## src/rtl/pci_arb_pkg.sv

```systemverilog
// Shared types and constants for the three-agent PCI bus arbiter.
//   arb_state_t  : arbiter FSM states
//   master_idx_t : 2-bit agent index (A=0, B=1, C=2, 3 = no owner)
package pci_arb_pkg;

  localparam int unsigned IDX_W = 2;

  typedef logic [IDX_W-1:0] master_idx_t;

  typedef enum logic [1:0] {
    IDLE  = 2'd0,
    GRANT = 2'd1,
    BUSY  = 2'd2,
    TURN  = 2'd3
  } arb_state_t;

  localparam master_idx_t MASTER_A = 2'd0;
  localparam master_idx_t MASTER_B = 2'd1;
  localparam master_idx_t MASTER_C = 2'd2;
  localparam master_idx_t NO_OWNER = 2'd3;

endpackage

```

## src/rtl/pci_rr_select.sv

```systemverilog
// Combinational round-robin picker.
//   req_i     : per-agent request, active high
//   last_i    : agent that most recently owned the bus (lowest priority)
//   winner_o  : first requester searching last+1, last+2, last (mod N)
//   any_req_o : at least one request pending
module pci_rr_select
  import pci_arb_pkg::*;
#(
  parameter int unsigned NUM_MASTERS = 3
) (
  input  logic [NUM_MASTERS-1:0] req_i,
  input  logic [IDX_W-1:0]       last_i,
  output logic [IDX_W-1:0]       winner_o,
  output logic                   any_req_o
);

  // Rotating search; the offset loop wraps so `last` is examined last.
  always_comb begin
    logic        found;
    master_idx_t cand;
    winner_o = last_i;
    found    = 1'b0;
    cand     = last_i;
    for (int unsigned k = 1; k <= NUM_MASTERS; k++) begin
      cand = IDX_W'((32'(last_i) + k) % NUM_MASTERS);
      if (!found && req_i[cand]) begin
        winner_o = cand;
        found    = 1'b1;
      end
    end
  end

  assign any_req_o = |req_i;

endmodule

```

## src/rtl/pci_bus_arbiter.sv

```systemverilog
// Central PCI bus arbiter for agents A, B, C with rotating priority,
// bus parking, unused-grant timeout and a dead cycle between grants.
//   clck     : bus clock, rising edge
//   rst_n    : asynchronous active-low reset
//   req_n    : per-agent request, active low
//   frame_n  : bus FRAME#, active low
//   irdy_n   : bus IRDY#, active low
//   gnt_n    : per-agent grant, active low, at most one low, registered
//   owner    : agent running the current transaction, 3 when none
//   bus_idle : registered (frame_n & irdy_n)
module pci_bus_arbiter
  import pci_arb_pkg::*;
#(
  parameter int unsigned NUM_MASTERS = 3,
  parameter int unsigned PARK_MASTER = 0,
  parameter int unsigned GNT_TIMEOUT = 16
) (
  input  logic                   clck,
  input  logic                   rst_n,
  input  logic [NUM_MASTERS-1:0] req_n,
  input  logic                   frame_n,
  input  logic                   irdy_n,
  output logic [NUM_MASTERS-1:0] gnt_n,
  output logic [IDX_W-1:0]       owner,
  output logic                   bus_idle
);

  localparam int unsigned TIMER_W = $clog2(GNT_TIMEOUT + 1);
  localparam logic [TIMER_W-1:0] TIMEOUT_VAL = TIMER_W'(GNT_TIMEOUT);
  localparam master_idx_t PARK_IDX = IDX_W'(PARK_MASTER);

  arb_state_t             state_q, state_d;
  master_idx_t            cur_q, cur_d;
  master_idx_t            last_q, last_d;
  master_idx_t            owner_q, owner_d;
  logic [TIMER_W-1:0]     timer_q, timer_d;
  logic [TIMER_W-1:0]     timer_inc;
  logic                   parked_q, parked_d;
  logic [NUM_MASTERS-1:0] gnt_n_q, gnt_n_d;
  logic                   bus_idle_q;

  logic [NUM_MASTERS-1:0] req;
  logic [NUM_MASTERS-1:0] cur_oh;
  logic                   other_req;
  logic                   any_req;
  master_idx_t            winner;

  function automatic logic [NUM_MASTERS-1:0] idx_onehot(input master_idx_t idx);
    logic [NUM_MASTERS-1:0] oh;
    oh      = '0;
    oh[idx] = 1'b1;
    return oh;
  endfunction

  assign req       = ~req_n;
  assign cur_oh    = idx_onehot(cur_q);
  assign other_req = |(req & ~cur_oh);
  assign timer_inc = timer_q + TIMER_W'(1);

  pci_rr_select #(
    .NUM_MASTERS (NUM_MASTERS)
  ) u_rr_select (
    .req_i     (req),
    .last_i    (last_q),
    .winner_o  (winner),
    .any_req_o (any_req)
  );

  // Next state; gnt_n_d follows the current state so the grant pins lag
  // the FSM by one clock, giving one-cycle grant latency out of IDLE.
  always_comb begin
    state_d  = state_q;
    cur_d    = cur_q;
    last_d   = last_q;
    owner_d  = owner_q;
    timer_d  = timer_q;
    parked_d = parked_q;
    gnt_n_d  = '1;
    unique case (state_q)
      IDLE: begin
        state_d = GRANT;
        timer_d = '0;
        if (any_req) begin
          cur_d    = winner;
          parked_d = 1'b0;
        end else begin
          cur_d    = PARK_IDX;
          parked_d = 1'b1;
        end
      end
      GRANT: begin
        gnt_n_d = ~cur_oh;
        // Only a start by the agent whose grant is actually on the pins counts.
        if (!frame_n && bus_idle_q && !gnt_n_q[cur_q]) begin
          state_d  = BUSY;
          owner_d  = cur_q;
          last_d   = cur_q;
          parked_d = 1'b0;
          timer_d  = '0;
        end else if (parked_q) begin
          if (other_req) begin
            state_d = TURN;
          end else if (req[cur_q]) begin
            parked_d = 1'b0;
            timer_d  = '0;
          end
        end else if (!req[cur_q] && other_req) begin
          state_d = TURN;
        end else if (!frame_n) begin
          timer_d = '0;
        end else if (timer_inc == TIMEOUT_VAL) begin
          // Revoke the idle grant and demote this agent in the rotation.
          state_d = TURN;
          last_d  = cur_q;
        end else begin
          timer_d = timer_inc;
        end
      end
      BUSY: begin
        // Pull the grant early so the owner's latency timer ends the burst.
        gnt_n_d = other_req ? '1 : ~cur_oh;
        if (frame_n && irdy_n) begin
          owner_d = NO_OWNER;
          if (req[cur_q] && !other_req) begin
            state_d  = GRANT;
            parked_d = 1'b0;
            timer_d  = '0;
          end else begin
            state_d = TURN;
          end
        end
      end
      TURN: begin
        state_d = IDLE;
      end
      default: begin
        state_d = IDLE;
      end
    endcase
  end

  // State and output registers.
  always_ff @(posedge clck or negedge rst_n) begin
    if (!rst_n) begin
      state_q    <= IDLE;
      cur_q      <= PARK_IDX;
      last_q     <= MASTER_C;
      owner_q    <= NO_OWNER;
      timer_q    <= '0;
      parked_q   <= 1'b0;
      gnt_n_q    <= '1;
      bus_idle_q <= 1'b1;
    end else begin
      state_q    <= state_d;
      cur_q      <= cur_d;
      last_q     <= last_d;
      owner_q    <= owner_d;
      timer_q    <= timer_d;
      parked_q   <= parked_d;
      gnt_n_q    <= gnt_n_d;
      bus_idle_q <= frame_n & irdy_n;
    end
  end

  assign gnt_n    = gnt_n_q;
  assign owner    = owner_q;
  assign bus_idle = bus_idle_q;

endmodule

```

## config.mk

```make
export PLATFORM = sky130hd
export DESIGN_NAME = pci_bus_arbiter
export DESIGN_NICKNAME = d
export VERILOG_FILES = /design/src/rtl/pci_arb_pkg.sv /design/src/rtl/pci_rr_select.sv /design/src/rtl/pci_bus_arbiter.sv
export SDC_FILE = /design/constraint.sdc
export NUM_CORES = 1
export LEC_CHECK = 0
export CAP_MARGIN = 20
export CORE_ASPECT_RATIO = 0.9
export CORE_MARGIN = 8
export CORE_UTILIZATION = 40
export DETAILED_ROUTE_END_ITERATION = 8
export GPL_ROUTABILITY_DRIVEN = 1
export HOLD_SLACK_MARGIN = 0.06
export PLACE_DENSITY = 0.66
export SETUP_SLACK_MARGIN = 0.1
export SKIP_LAST_GASP = 1
export SLEW_MARGIN = 20
export SYNTH_ARGS = -nofsm -noshare
export SYNTH_HDL_FRONTEND = slang
export SYNTH_SLANG_ARGS = --single-unit
```

## constraint.sdc

```tcl
create_clock -name clck -period 5.6 [get_ports clck]
set_clock_uncertainty 0.1 [all_clocks]
set_input_delay 1.12 -clock clck [delete_from_list [all_inputs] [get_ports clck]]
set_output_delay 1.12 -clock clck [all_outputs]
set_load 0.005 [all_outputs]
```

# Yosys cells after proc, flatten, opt, wreduce, memory -nomap -nowiden
# Cells that the tools add are included.
# totals
word_cells	121
register_bits	18
out_inout_bits	6
in_bits	7
# op_classes
muxes	55
n_reduce_logical	26
eq_ne	16
n_lt_le_gt_ge	5
div_mod_pow	3
addsub	4
bitwise_logic	4
# op_table
op	n
$mod 32x2->32 const B	3
$mux 5	9
$mux 2	19
$ne 4x4->1 const B	4
$mux 1	15
$ne 5x5->1 const B	3
$pmux 5 s3	1
$lt 2x3->1 const B	4
$bmux 1 s2	5
$logic_and 1x1->1	8
$ne 2x2->1 const B	4
$pmux 2 s4	1
$reduce_and 7->1	1
$add 2x2->3 const B	2
$logic_not 1->1	6
$not 3->3	2
$pmux 3 s2	1
$reduce_and 3->1	2
$reduce_bool 2->1	3
$reduce_or 3->1	2
$add 5x1->5 const B	1
$eq 5x5->1 const B	1
$reduce_and 5->1	1
$eq 2x2->1 const B	2
13 further kinds	13

# Depth between registers and ports, before layout
# Gate-level depths: netlist of run 1.
# depth
ltp_word	12
mapped_depth	9
mapped_depth_nobuf	7

# Modules after synthesis
# Synthesis of run 1 repeated with hierarchy kept, for this count alone.
# unflattened
cells_unflattened	172
hier_area_um2	1506.4
# by_module_without_submodules
mod	instances	area_each_um2	seq_area_each_um2	cells_each
pci_bus_arbiter	1	1227.4	459.2	135
pci_rr_select	1	279.0	0.0	37

# Worst setup path after synthesis of run 1
# Ideal clock, no wire load.
# synth_timing
kind	in2reg
startpoint	input port req_n[2]
endpoint	register timer_q[0]
n_path_buf	1
required_ns	5.375
setup_ns	0.125
path_slack_ns	2.995
arrival_ns	2.380
stages	6
path_cell_list	buf_2 and2b_1 a31oi_1 a211oi_4 o21ai_4 mux2_4
# synth_via
elab_chain_cells	7
word_cells_on_any_way	14
classes_between	eq/ne: 4; mux: 2; bitwise: 2; reduce/logical: 6
# synth_rtl
element	line	rtl
start, declared	pci_bus_arbiter.sv:20	input logic [NUM_MASTERS-1:0] req_n,
$not 3->3 (*)	pci_bus_arbiter.sv:55	assign req = ~req_n;
$bmux 1 s2 / $and 3x3->3 (equally long branches)	--	
$mux 1 (not written as such) / $reduce_or 3->1 (equally long branches)	--	
$logic_not 1->1 (on tied branches)	pci_bus_arbiter.sv:107, pci_bus_arbiter.sv:124	
$logic_and 1x1->1 (on tied branches)	pci_bus_arbiter.sv:107, pci_bus_arbiter.sv:124	
$ne 4x4->1 (no line) / $ne 2x2->1 (equally long branches)	--	
$reduce_and 7->1 (no line) (*)	--	
end signal, assigned	pci_bus_arbiter.sv:158	timer_q <= timer_d;
end, declared	pci_bus_arbiter.sv:36	logic [TIMER_W-1:0] timer_q, timer_d;
# Mark *: on every way between the ends. The rest lies on a longest branch, timed or not. The select of a mux whose other input is x is not followed.
# A chain may end at the register's enable or synchronous reset.

# Final worst setup path of run 1
# layout_timing
startpoint	input port req_n[1]
endpoint	register timer_q[1]
# Same word-level chain as after synthesis.

==> results.cfg, run 1 <==
[run_status]
status = completed

[layout]
layout_common_cells = 21 x nor2_1, 12 x clkdlybuf4s50_1, 11 x inv_1, 11 x dfrtp_1, 9 x ha_1
drive_gt1_frac = 0.151
fin_util = 0.461
area_growth_pct = 12.0
n_antenna_cell = 0
nets = 189
final_common_cell = nor2_1

[clocking]
clk_pin_slew_ns = 0.07
cts_root_buf = clkbuf_8
cts.htree.levels = 1
cts_sinks = 18
cts_tree = built
postCtsSetupRepairBufs = 0
hold_buffers = 0
cts-resized-gates = 0
numCtsBuffers = 3
clock_latency_ns = 0.25
cts_buffer_depth = 2

[grt]
grt_max_degree = 19
grt.overflow.total = 0
grt_pass1_vias = 1230
track_usage = 0.117
antenna_found_initial = 0
grt_pass1_wl_um = 5610

[floorplan]
core-area_mm2 = 0.00365
initial_utilization = 0.412
rows = 21
die_w_um = 80.7
die-area_mm2 = 0.00598
die_y_um = 74.2
io_pins = 13

[synthesis]
synth_top_cell_area_share = 0.183
synth_edf_count = 0
yosysSeqAreaShare = 0.305
synthMuxAreaShare = 0.0723
syn_inst = 166
ys_async_sr_fraction = 1.00
synthDistinctLibCells = 57
synth_xor_area_frac = 0.0116
synth-main-ff-cell = dfrtp_1
synth_top_family_by_area = compound AO/OA/AOI/OAI gates
synth_area_mm2 = 0.00151
synth_compound_area_frac = 0.253
synthTopCellsByArea = dfrtp_1 18%, dfstp_2 12%, ha_1 7.5%
syn_nets = 182
yosys_warnings = 0
ys_ff_latch = 18
synthSimpleGateAreaFrac = 0.221
synth_fa_ha_area_frac = 0.0748
synth_top_area_cell = dfrtp_1
avgSynthCellArea_um2 = 9.07

[placement]
port_buffers = 12
place.gp.congestion = 0.915
hpwl_um = 2580
place_ws_ns = 2.18

[timing]
fmax_ghz = 0.316
finalHoldViolCount = 0
rsz0062_at_grt = no
fin_setup_tns_ns = 0
timing_max_transition_violations_final = 0
final-setup-viol-count = 0
timing.final.ws_setup_ns = 2.44
slew_headroom = 0.468
min_period_ns = 3.16
period_share = 0.564
worst_slew_pin_slew_ns = 0.795

[setup_path]
worst-path-buf-inv = 1
path_max_fanout = 15
crit_type = in -> reg
arrival_ns = 3.20
max_stage_delay_ns = 0.63
crit_slowest_cell = clkdlybuf4s50_1
path_cells = clkdlybuf4s50_1 > mux2_2 > o221a_4 > a311oi_4 > o21ai_4 > mux2_4
crit_path_end_kind = flop
startpoint_type = primary input
cp.required_ns = 5.64
crit_family = compound AO/OA/AOI/OAI gates

[power_and_ir_drop]
p_per_area_mw_per_mm2 = 534
p_leak_nw = 0.711
fin_total_pwr_w = 0.000899
irDropWorstVdd_mv = 0.294

[detailed_routing]
vias = 1269
drt_wl_total_um = 3270
drc = 0
ant_nets = 0
firstDrtPassIters = 5
drt-initial-drc-count = 87
wl_per_cell_um = 15.0
via_per_inst = 5.82

[job]
maxCapViolCount = 0

[worst_hold_path]
hp-class = reg -> reg
worst reg2reg max path: stages, from the launching register on:
cell	delay, ns
dfrtp_1	0.42
inv_1	0.15
ha_1	0.35
inv_1	0.11
or3_1	0.49
or3b_1	0.40
o2bb2ai_1	0.17
stage by stage:
stage / hold slack (ns) / area (um^2) / cells
3_5_place_dp: 0.423 / 1630 / 214
4_1_cts: 0.437 / 1690 / 218
2_1_floorplan: 0.390 / 1510 / 166
3_3_place_gp: 0.416 / 1630 / 214
6_report: 0.429 / 1690 / 218
5_1_grt: 0.456 / 1690 / 218
cell type report:
cell class,instances,area [um^2]
fill,360,1970
multi-input combinational,127,952
sequential,18,459
timing repair buffer,12,120
tap,46,57.6
clock buffer,4,55.1
inverter,11,41.3
sequential cells by signal, summed over array words and instances, names as in the netlist:
name      cells
bus_idle      1
cur_q         2
gnt_n         3
last_q        2
owner         2
parked_q      1
state_q       2
timer_q       5
cells in the mapped netlist, drive strengths merged, types with 4 or more instances:
| master | n |
|---|---|
| nand3 | 7 |
| clkbuf | 5 |
| dfstp | 7 |
| buf | 5 |
| nor2 | 21 |
| mux2 | 6 |
| a31oi | 4 |
| a21oi | 6 |
| o21ai | 8 |
| dfrtp | 11 |
| nand2 | 6 |
| inv | 11 |
| ha | 9 |
worst paths after layout:
path | from | endpoint | slack, ns | depth (start not counted)
setup / recovery | req_n[1] | timer_q[1]$_DFFE_PN0P_ | 2.44 | 6
hold / removal | timer_q[4]$_DFFE_PN0P_ | timer_q[4]$_DFFE_PN0P_ | 0.43 | 1
setup reg to reg | state_q[1]$_DFFE_PN0P_ | timer_q[2]$_DFFE_PN0P_ | 3.34 | 6
hold reg to reg | timer_q[4]$_DFFE_PN0P_ | timer_q[4]$_DFFE_PN0P_ | 0.43 | 1
max in group asynchronous | rst_n | state_q[0]$_DFFE_PN0P_ | 3.68 | 1
min in group asynchronous | rst_n | timer_q[1]$_DFFE_PN0P_ | 1.23 | 1
where the power goes:
part,internal [W],switching [W],leakage (nW)
clock network,0.0000625,0.0000425,0.0288
logic,0.000246,0.000295,0.469
registers,0.000190,0.0000630,0.213
total,0.000499,0.000401,0.711
routing by layer:
| layer | wire, um | up-vias | share of wire | track usage |
|---|---|---|---|---|
| met1 | 1560 | 608 | 0.48 | 0.152 |
| met5 | 0 | - | 0 | 0 |
| met3 | 148 | 5 | 0.045 | 0.0350 |
| met2 | 1530 | 32 | 0.47 | 0.186 |
| li1 | - | 624 | - | - |
| met4 | 30 | 0 | 0.0092 | 0.0257 |
logic make-up (layout without fill, tap and decap cells):
kind of cell | Yosys count | in the layout
xor+xnor | 2 | 2
flops | 18 | 18
mux | 9 | 9
simple gates | 61 | 61
compound gates | 46 | 46
buf+inv | 21 | 27
fa+ha+maj | 9 | 9
No activity file was read; power rests on OpenSTA's default activity.
==> run 2: changes to the inputs <==
Settings changed: PLACE_DENSITY 0.66 to 0.68.
Clock period 5.6 ns to 2.61 ns, I/O delays scaled along.
==> results.cfg, run 2 (synthesis gave the netlist of run 1 again) <==
[timing]
worst_slew_pin_slew_ns = 0.807
min_period_ns = 2.39
rsz0062_at_grt = no
finalHoldViolCount = 0
timing_max_transition_violations_final = 0
final-setup-viol-count = 0
period_share = 0.915
fmax_ghz = 0.419
slew_headroom = 0.460

[placement]
dpl.cell_count = 223
place.gp.congestion = 0.887
hpwl_um = 2670
port_buffers = 12
placed_area_mm2 = 0.00170

[floorplan]
core-area_mm2 = 0.00365
die_w_um = 80.7
rows = 21
die_y_um = 74.2
die-area_mm2 = 0.00598
io_pins = 13
initial_utilization = 0.412

[power_and_ir_drop]
switching_share = 0.442
seq_power_share = 0.281
combPwrFrac = 0.602
internal_power_w = 0.00109
p_per_area_mw_per_mm2 = 1110
p_switching_w = 0.000862
power_frac_clock = 0.117
irDropWorstVdd_mv = 0.454
p_leak_nw = 0.756

[grt]
grt_pass1_wl_um = 5930
antenna_found_initial = 0
grt_pass1_vias = 1298
grt_max_degree = 19
grt.overflow.total = 0
track_usage = 0.121

[setup_path]
path_cells = clkdlybuf4s50_1 > mux2_2 > o221a_4 > a311oi_4 > o21ai_4 > mux2_4
startpoint_type = primary input
rr_startpoint = cur_q[0]$_DFFE_PN0N_
crit_path_end_kind = flop
critPathLaunch = req_n[1]
crit_type = in -> reg
cp.required_ns = 2.65
arrival_ns = 2.43
max_stage_delay_ns = 0.51
r2r_slack_ns = 0.34
path_max_fanout = 7
crit_slowest_cell = clkdlybuf4s50_1

[run_status]
status = completed

[layout]
fillers = 332
largest_reg_flops = 5
area_growth_pct = 16.9
multi_input_area_um2 = 958
design_area_mm2 = 0.00176
nets = 198
n_antenna_cell = 0
layout_common_cells = 21 x nor2_1, 12 x clkdlybuf4s50_1, 11 x inv_1, 11 x dfrtp_1
drive_gt1_frac = 0.199
regMostFlops = timer_q
regArea_um2 = 459
final_common_cell = nor2_1
stdcell_count = 227

[detailed_routing]
drc = 0
wl_per_cell_um = 15.2
via_per_inst = 5.81
drt-initial-drc-count = 141
vias = 1320
firstDrtPassIters = 4
ant_nets = 0
drt_wl_total_um = 3450

[clocking]
cts_sinks = 18
cts.htree.levels = 1
cts_buffer_depth = 2
numCtsBuffers = 3
cts_root_buf = clkbuf_8
clk_pin_slew_ns = 0.07
clock_latency_ns = 0.25
cts_tree = built

[worst_hold_path]
hp-class = reg -> reg
hold_start = owner[1]$_DFFE_PN1P_

[job]
maxCapViolCount = 0
run 2: final cells by class:
cell class              instances  share of cell area
well taps                      46              0.0327
multi-input cells             127               0.545
inverters                      11              0.0235
repair buffers                 21               0.107
clock buffers                   4              0.0313
flip-flops and latches         18               0.261
run 2: layer usage:
metal | track usage | up-vias | share of wire
met4 | 0.0198 | 0 | 0.0035
met2 | 0.190 | 31 | 0.46
met3 | 0.0411 | 2 | 0.060
li1 | - | 647 | -
met5 | 0 | - | 0
met1 | 0.159 | 640 | 0.48
run 2: worst max-delay path, delay by kind of cell:
| kind | cells | cell delay (ns) |
|---|---|---|
| buffers and inverters | 1 | 0.51 |
| multiplexers | 2 | 0.65 |
| AO/OA/AOI/OAI | 3 | 0.75 |
run 2: final timing paths:
check	endpoint	depth (start not counted)
max	timer_q[1]$_DFFE_PN0P_	6
min	owner[1]$_DFFE_PN1P_	1
max reg2reg	timer_q[1]$_DFFE_PN0P_	5
min reg2reg	owner[1]$_DFFE_PN1P_	1
max in group asynchronous	state_q[0]$_DFFE_PN0P_	1
min in group asynchronous	timer_q[0]$_DFFE_PN0P_	1
run 2: repair_timing:
item / 4_1_cts / 5_1_grt
resized for setup: 0 / 1
setup endpoints to repair: 0 / 2
setup buffers: 0 / 0
hold buffers: 0 / 0
run 2: power groups by stage:
| stage | sequential [W] | clock, W | combinational [W] |
|---|---|---|---|
| after floorplan | 0.000494 | 0 | 0.000943 |
| after global placement | 0.000540 | 0 | 0.00113 |
| after detailed placement | 0.000552 | 0 | 0.00116 |
| after CTS | 0.000545 | 0.000234 | 0.00117 |
| after global routing | 0.000571 | 0.000244 | 0.00131 |
| final | 0.000548 | 0.000228 | 0.00117 |
run 2: through the flow:
| step | util | setup TNS (ns) | setup slack (ns) | hold slack [ns] | total power [W] |
|---|---|---|---|---|---|
| 2_1_floorplan | - | 0 | 0.580 | 0.126 | 0.00144 |
| 3_5_place_dp | 0.465 | -0.0580 | -0.0200 | 0.423 | 0.00171 |
| 6_report | 0.482 | 0 | 0.223 | 0.432 | 0.00195 |
| 5_1_grt | 0.482 | 0 | 0.113 | 0.451 | 0.00213 |
| 3_3_place_gp | 0.465 | 0 | 0.0394 | 0.417 | 0.00167 |
| 4_1_cts | 0.480 | 0 | 0.255 | 0.438 | 0.00195 |
==> run 3: changes to the inputs <==
Settings changed: CAP_MARGIN 20 to default.
==> results of run 3 <==
The final DEF is identical to that of run 2; final timing and power are the same.
